## src/rtl/div_ctrl_pkg.sv

```systemverilog
// Shared definitions for the execute-stage divider sequencer: state
// encodings, handshake constants and default widths.
package div_ctrl_pkg;

    // Default operand width and iteration counter width (counter must hold DIV_WIDTH)
    localparam int DIV_WIDTH = 32;
    localparam int DIV_CNT_W = 6;

    // Sequencer states
    typedef enum logic [1:0] {
        DIV_FREE   = 2'b00,
        DIV_BYZERO = 2'b01,
        DIV_ON     = 2'b10,
        DIV_END    = 2'b11
    } div_state_e;

    // Request / handshake levels
    localparam logic DIV_START            = 1'b1;
    localparam logic DIV_STOP             = 1'b0;
    localparam logic DIV_RESULT_READY     = 1'b1;
    localparam logic DIV_RESULT_NOT_READY = 1'b0;

endpackage

```

## src/rtl/div_ctrl_step.sv

```systemverilog
// One restoring-division iteration: trial-subtract the divisor from the
// shifted partial remainder and keep the difference only if it did not borrow.
module div_ctrl_step #(
    parameter int WIDTH = 32
) (
    input  logic [WIDTH:0]   part_i,     // {partial remainder, next dividend bit}
    input  logic [WIDTH-1:0] divisor_i,
    output logic [WIDTH-1:0] rem_o,      // next partial remainder
    output logic             qbit_o      // quotient bit produced by this step
);

    logic [WIDTH:0] diff;

    // part_i < 2*divisor always holds, so a non-borrowing difference fits in WIDTH bits
    always_comb begin
        diff   = part_i - {1'b0, divisor_i};
        qbit_o = ~diff[WIDTH];
        rem_o  = diff[WIDTH] ? part_i[WIDTH-1:0] : diff[WIDTH-1:0];
    end

endmodule

```

## src/rtl/div_ctrl.sv

```systemverilog
// Multi-cycle restoring divider sequencer for DIV/DIVU into HI/LO.
// result_o = {remainder, quotient}. Build option: DIV_EARLY_OUT_EN lets a
// divide whose |dividend| < |divisor| bypass the iteration entirely.
module div_ctrl
    import div_ctrl_pkg::*;
#(
    parameter int WIDTH = DIV_WIDTH,
    parameter int CNT_W = DIV_CNT_W
) (
    input  logic               clk,
    input  logic               rst,
    input  logic               start_i,
    input  logic               annul_i,
    input  logic               signed_div_i,
    input  logic [WIDTH-1:0]   opdata1_i,
    input  logic [WIDTH-1:0]   opdata2_i,
    output logic [2*WIDTH-1:0] result_o,
    output logic               ready_o,
    output logic               stallreq_o
);

    div_state_e         state_q,    state_d;
    logic [CNT_W-1:0]   cnt_q,      cnt_d;
    logic [WIDTH-1:0]   dividend_q, dividend_d;   // shifts out dividend, shifts in quotient
    logic [WIDTH-1:0]   divisor_q,  divisor_d;
    logic [WIDTH-1:0]   rem_q,      rem_d;        // partial remainder
    logic               neg_quo_q,  neg_quo_d;
    logic               neg_rem_q,  neg_rem_d;
    logic [2*WIDTH-1:0] result_q,   result_d;
    logic               ready_q,    ready_d;

    logic [WIDTH-1:0]   abs1, abs2;
    logic               sign1, sign2;
    logic               early_hit;
    logic [WIDTH-1:0]   step_rem;
    logic               step_qbit;
    logic [WIDTH-1:0]   quo_fix, rem_fix;

    // Operand magnitudes; signs only matter for DIV
    always_comb begin
        sign1 = signed_div_i & opdata1_i[WIDTH-1];
        sign2 = signed_div_i & opdata2_i[WIDTH-1];
        abs1  = sign1 ? (~opdata1_i + 1'b1) : opdata1_i;
        abs2  = sign2 ? (~opdata2_i + 1'b1) : opdata2_i;
    end

`ifdef DIV_EARLY_OUT_EN
    assign early_hit = (abs1 < abs2);
`else
    assign early_hit = 1'b0;
`endif

    div_ctrl_step #(.WIDTH(WIDTH)) u_step (
        .part_i    ({rem_q, dividend_q[WIDTH-1]}),
        .divisor_i (divisor_q),
        .rem_o     (step_rem),
        .qbit_o    (step_qbit)
    );

    // Final sign correction: quotient negative iff signs differ, remainder follows dividend
    always_comb begin
        quo_fix = neg_quo_q ? (~dividend_q + 1'b1) : dividend_q;
        rem_fix = neg_rem_q ? (~rem_q + 1'b1) : rem_q;
    end

    // Next-state and datapath control
    always_comb begin
        state_d    = state_q;
        cnt_d      = cnt_q;
        dividend_d = dividend_q;
        divisor_d  = divisor_q;
        rem_d      = rem_q;
        neg_quo_d  = neg_quo_q;
        neg_rem_d  = neg_rem_q;
        result_d   = result_q;
        ready_d    = ready_q;
        unique case (state_q)
            DIV_FREE: begin
                ready_d  = DIV_RESULT_NOT_READY;
                result_d = '0;
                if (start_i == DIV_START && !annul_i) begin
                    if (opdata2_i == '0) begin
                        state_d = DIV_BYZERO;
                    end else if (early_hit) begin
                        // Quotient 0, remainder is the dividend exactly as presented
                        result_d = {opdata1_i, {WIDTH{1'b0}}};
                        state_d  = DIV_END;
                    end else begin
                        dividend_d = abs1;
                        divisor_d  = abs2;
                        rem_d      = '0;
                        cnt_d      = '0;
                        neg_quo_d  = sign1 ^ sign2;
                        neg_rem_d  = sign1;
                        state_d    = DIV_ON;
                    end
                end
            end
            DIV_BYZERO: begin
                if (annul_i) begin
                    state_d = DIV_FREE;
                end else begin
                    result_d = '0;
                    state_d  = DIV_END;
                end
            end
            DIV_ON: begin
                if (annul_i) begin
                    state_d = DIV_FREE;
                end else if (cnt_q < CNT_W'(WIDTH)) begin
                    rem_d      = step_rem;
                    dividend_d = {dividend_q[WIDTH-2:0], step_qbit};
                    cnt_d      = cnt_q + CNT_W'(1);
                end else begin
                    result_d = {rem_fix, quo_fix};
                    ready_d  = DIV_RESULT_READY;
                    state_d  = DIV_END;
                end
            end
            DIV_END: begin
                // Paths that reach END without raising ready do so on the first END cycle
                if (annul_i || start_i == DIV_STOP) begin
                    ready_d  = DIV_RESULT_NOT_READY;
                    result_d = '0;
                    state_d  = DIV_FREE;
                end else begin
                    ready_d = DIV_RESULT_READY;
                end
            end
            default: state_d = DIV_FREE;
        endcase
    end

    // State and datapath registers
    always_ff @(posedge clk or negedge rst) begin
        if (!rst) begin
            state_q    <= DIV_FREE;
            cnt_q      <= '0;
            dividend_q <= '0;
            divisor_q  <= '0;
            rem_q      <= '0;
            neg_quo_q  <= 1'b0;
            neg_rem_q  <= 1'b0;
            result_q   <= '0;
            ready_q    <= DIV_RESULT_NOT_READY;
        end else begin
            state_q    <= state_d;
            cnt_q      <= cnt_d;
            dividend_q <= dividend_d;
            divisor_q  <= divisor_d;
            rem_q      <= rem_d;
            neg_quo_q  <= neg_quo_d;
            neg_rem_q  <= neg_rem_d;
            result_q   <= result_d;
            ready_q    <= ready_d;
        end
    end

    assign result_o   = result_q;
    assign ready_o    = ready_q;
    assign stallreq_o = start_i & ~ready_q & ~annul_i;

endmodule

```

## config.mk

```make
export PLATFORM = sky130hd
export DESIGN_NAME = div_ctrl
export DESIGN_NICKNAME = d
export VERILOG_FILES = /design/src/rtl/div_ctrl_pkg.sv /design/src/rtl/div_ctrl_step.sv /design/src/rtl/div_ctrl.sv
export SDC_FILE = /design/constraint.sdc
export NUM_CORES = 1
export LEC_CHECK = 0
export ABC_CLOCK_PERIOD_IN_PS = 6500
export BUFFER_PORTS_ARGS = -buffer_cell sky130_fd_sc_hd__buf_2
export CORE_UTILIZATION = 40
export DETAILED_ROUTE_END_ITERATION = 8
export SLEW_MARGIN = 5
export SYNTH_ARGS = -nofsm -noshare
export SYNTH_HDL_FRONTEND = slang
export SYNTH_HIERARCHICAL = 1
export SYNTH_SLANG_ARGS = --single-unit
```

## constraint.sdc

```tcl
create_clock -name clk -period 6.5 [get_ports clk]
set_input_delay 1.95 -clock clk [delete_from_list [all_inputs] [get_ports clk]]
set_output_delay 1.95 -clock clk [all_outputs]
set_load 0.02 [all_outputs]
```

[Word-level counts from Yosys, hierarchy flattened]
Cells that the tools add are included.
Word-level totals
  register bits after elaboration: 171
  bits of input ports: 69
  output and inout bits: 66
Operators by class
  $add $sub $neg: 6
  $lt $le $gt $ge: 1
  equal/unequal tests: 11
  multiplexer cells: 36
  bitwise gates (word level): 14
  reduce and logical (&&, ||, !) cells: 12
Operators by type and width (count)
  $mux 32: 13
  $mux 64: 4
  $pmux 64 s4: 1
  $add 32x1->32 const B: 4
  $not 32->32: 4
  $pmux 32 s2: 2
  $sub 33x32->33: 1
  $logic_not 32->1: 1
  $mux 6: 4
  $ne 2x2->1 const B: 7
  $mux 2: 6
  $pmux 6 s2: 1
  $reduce_and 3->1: 3
  $pmux 2 s4: 1
  $add 6x1->6 const B: 1
  $lt 6x6->1 const B: 1
  $not 1->1: 5
  $reduce_and 5->1: 1
  $and 1x1->1: 4
  $eq 2x2->1 const B: 2
  $reduce_and 4->1: 1
  $mux 1: 3
  $ne 3x3->1 const B: 1
  $pmux 1 s3: 1
  8 further kinds: 8

[Longest topological paths before layout]
  depth in word-level cells: 6
  mapped depth: 17
  depth with buffers taken out: 15

[Cells and area by module]
Netlist, hierarchy kept.
By module, submodules not included
  div_ctrl: times used 1, cells an instance 1119, area each 9919.5 um^2, seq. area each 4279.1 um^2
  div_ctrl_step: times used 1, cells an instance 305, area each 2358.5 um^2, seq. area each 0.0 um^2

[Worst setup path after synthesis]
No wires, ideal clock.
  path kind: input to output
  start point: input annul_i
  end point: output stallreq_o
  arrival: 2554 ps
  required time: 4550 ps
  path slack: 1996 ps
  cell stages on the path: 3
  path buffers: 1
  cell sequence: clkbuf_1 nand2b_1 nor2_1
On the way
  word-level cells in the longest chain between the ends: 2
Ends and longest elaborated chain
  start: declaration: line div_ctrl.sv:13  | input logic annul_i,
  $not 1->1: line div_ctrl.sv:161  | assign stallreq_o = start_i & ~ready_q & ~annul_i;
  $and 1x1->1: line div_ctrl.sv:161
  end: declaration: line div_ctrl.sv:19  | output logic stallreq_o
Every way passes these cells.

[Worst setup path after layout]
Ends and elaborated chain as after synthesis.

==> results.txt <==
RSZ-0062 raised after global routing: no
Arrival time at the worst endpoint: 2.54 ns
Nature of the critical path endpoint: output port
Type of the setup path with the least slack: input pin to output port
Die Span Y: 177 um
Wire length of the first global-routing pass: 55400 um
Share of total power in the clock network: 0.158
Met1 capacity usage during global routing: 0.345
Iteration-0 DRC count of the detailed router: 767
Leakage dissipation: 6.15 nW
Global-route track usage on met3: 0.0241
Category of the worst setup path launch point: input pin
Post-synthesis adder-cell area fraction: 0.0454
Clock tree from TritonCTS: done
Share of synthesized area occupied by flip-flops and latches: 0.349
Sequential Power Share: 0.296
Hold buffer count at cts: 0
Filler cell count: 3014
Final #Nets: 1619
Average instance area after synthesis: 8.62 um^2
All-Layer GR Usage: 0.222
CTS-repair resized insts: 0
Max Transition Viols Final: 0
Sw Share: 0.483
Synthesized-area fraction occupied by and/or/nand/nor cells: 0.178
Net count after synthesis: 1537
Part of the total power dissipated in combinational logic: 0.546
Ports placed on the boundary: 135
Area fraction in compound gates after synthesis: 0.223
Vias in the first global route: 10036
Number of design rule violations left after detail routing: 0
Area growth from synthesis to layout: 12.2%
Multiplexer fraction of the synthesized cell area: 0.0557
Routed vias/inst: 5.76
Syn. warnings: 6
Post-placement cell count: 1877
Setup total negative slack: 0 ns
Via total after detailed routing: 11003
Critical path data required time: 4.55 ns
P_sw: 3.32 mW
Clock period minus worst slack: 4.49 ns
Gate Count Post-Synth: 1424
Combinational family with the most area after synthesis: compound AO/OA/AOI/OAI gates
Starting utilization of the core area: 0.410
Outcome: complete, no violations
Maximum capacitance violations: 0
H-tree Lvls: 4
Final period utilization: 0.691
Antenna diodes: 0
Clk_lat worst skew: 0.44 ns
TritonCTS Sinks: 171
Post-synth top area cell: dfrtp_1
DRT Pass-1 Iters: 5
Number of enable-type register cells in the synthesized netlist: 0
Number of antenna violations at the first check in global routing: 0
Cell types with the largest area share after synthesis: dfrtp_1 35%, o21ai_0 7.1%, xor2_1 5.9%
Most utilized layer in the global route result: met1
Number of register bits inferred by synthesis: 171
Number of failing hold endpoints at the final stage: 0
Distinct cell type count of the synthesized netlist: 90
Routability congestion estimate from global placement: 0.898
CTS clk-pin slew, worst paths: 0.07 ns
Total power: 6.88 mW
Internal Pwr Total: 3.56 mW
Die outline area: 31400 um^2
Core Footprint: 30000 um^2
Hold Path Class: flop to flop
Final setup violating endpoints: 0
Main synth FF type: dfrtp_1
Setup bufs post-CTS: 0
Largest net degree at the start of global routing: 74
Remaining number of nets flagged by the antenna check after routing: 0
Share of final-layout standard cells stronger than drive strength 1: 0.168
Final HPWL DP: 25500 um
Horiz. Die Dim: 177 um
Met2 layer usage reported by global route: 0.319
Final wirelength: 34600 um
Critical-path maximum fanout: 9
Cell at the root of the clock tree: clkbuf_16
Clock skew: 0.0181 ns
Cell row count: 63
Number of buffers created by CTS: 17
Parity-gate share of the synthesized area counting xor and xnor cells: 0.0963
Max Fclk: 222 MHz
Power density over cell area: 499 nW/um^2
# port buffers: 134
Overflow after GRT: 0
Proportion of synthesized flip-flops having asynchronous set or reset: 1.00
Top-area cell type share of the netlist area: 0.349
Headroom to the max-slew limit: 0.145
Slew of the pin with the lowest slew margin: 1.27 ns
Most common cell after layout, fill and taps aside: o21ai_0
Commonest cells after routing, fill and taps aside: 174 x o21ai_0, 171 x dfrtp_1, 159 x nand2_1
Maximum root-to-sink buffer count: 2
Avg WL per Cell: 18.1 um
Netlist Area Pre-Place: 12300 um^2
Post-Layout Cell Count: 1909
Highest ir drop seen on vdd: 334 uV
==> flip-flops by register name, summed over array words and instances, names as in the netlist <==
register,cells
cnt_q,6
dividend_q,32
divisor_q,32
neg_quo_q,1
neg_rem_q,1
ready_o,1
rem_q,32
result_o,64
state_q,2
==> Yosys cell counts, types with 5 or more instances <==
cell type / number
o21ai_0: 174
dfrtp_1: 171
nand2_1: 159
xor2_1: 83
nor2_1: 80
a21oi_1: 71
clkbuf_1: 64
inv_1: 56
xnor2_1: 52
ha_1: 43
nand3_1: 37
o31ai_1: 36
mux2_4: 32
nor3_1: 30
a31oi_1: 25
o41ai_1: 25
or3_1: 20
nand4_1: 19
nor4_1: 18
a21o_1: 17
o21ai_1: 14
or4_1: 14
nand2b_1: 13
or2_2: 11
o211ai_1: 10
and3_1: 8
mux2i_1: 8
nor2b_1: 8
a211oi_1: 7
mux2_2: 7
o21a_1: 7
a41oi_1: 5
buf_2: 5
o21bai_1: 5
==> kinds of logic (layout without fill, tap and decap cells) <==
kind of cell	count (synthesis)	after routing
muxes	50	50
and+or+nand+nor	445	445
xor gates and xnor gates	135	135
buffers and inverters	141	236
AOI/OAI and AO/OA	438	438
DFF	171	171
adders and majority gates	44	44
==> power groups by stage <==
stage	Sequential (mW)	Combinational (mW)	Clock (mW)
4_1_cts	2.03	3.75	1.10
3_5_place_dp	2.05	3.73	0
2_1_floorplan	2.02	2.79	0
5_1_grt	2.11	4.15	1.15
6_report	2.04	3.76	1.09
3_3_place_gp	2.03	3.70	0
==> path summary, 6_finish.rpt <==
check	slack [ns]	startpoint	endpoint	depth (start not counted)
worst min register to register	0.47	result_o[52]$_DFFE_PN0P_	result_o[52]$_DFFE_PN0P_	2
max in group asynchronous	3.78	rst	cnt_q[1]$_DFFE_PN0P_	2
worst max-delay path	2.01	annul_i	stallreq_o	4
worst min-delay path	0.47	result_o[52]$_DFFE_PN0P_	result_o[52]$_DFFE_PN0P_	2
worst max register to register	2.67	dividend_q[31]$_DFFE_PN0P_	rem_q[24]$_DFFE_PN0P_	15
min in group asynchronous	1.53	rst	result_o[45]$_DFFE_PN0P_	1
==> critical path: stages <==
cell and delay [ns]:
buf_2 0.16, nand2b_1 0.18, nor2_1 0.09, buf_2 0.17
==> stage by stage <==
stage | cell area, um^2 | worst slack [ns] | utilization | hold slack (ns)
after floorplan | 12300 | 2.00 | - | 0.485
after global placement | 13200 | 1.75 | 0.439 | 0.459
after detailed placement | 13200 | 1.70 | 0.439 | 0.464
after CTS | 13800 | 1.99 | 0.460 | 0.482
after global routing | 13800 | 1.93 | 0.460 | 0.497
final | 13800 | 2.01 | 0.460 | 0.475
==> final cells by class <==
class	count	area (um^2)	area share
clock inverters	15	195	0.0142
inverters	57	221	0.0161
well taps	390	488	0.0354
flip-flops and latches	171	4280	0.311
clock buffers	17	425	0.0309
multi-input cells	1112	7390	0.537
repair buffers	147	774	0.0562
==> layer usage <==
metal | vias up | wire length (um)
met5 | - | 0
met4 | 0 | 595
met3 | 34 | 1600
met2 | 337 | 14700
met1 | 5299 | 17700
li1 | 5333 | -
(Power assumes the default switching activity.)
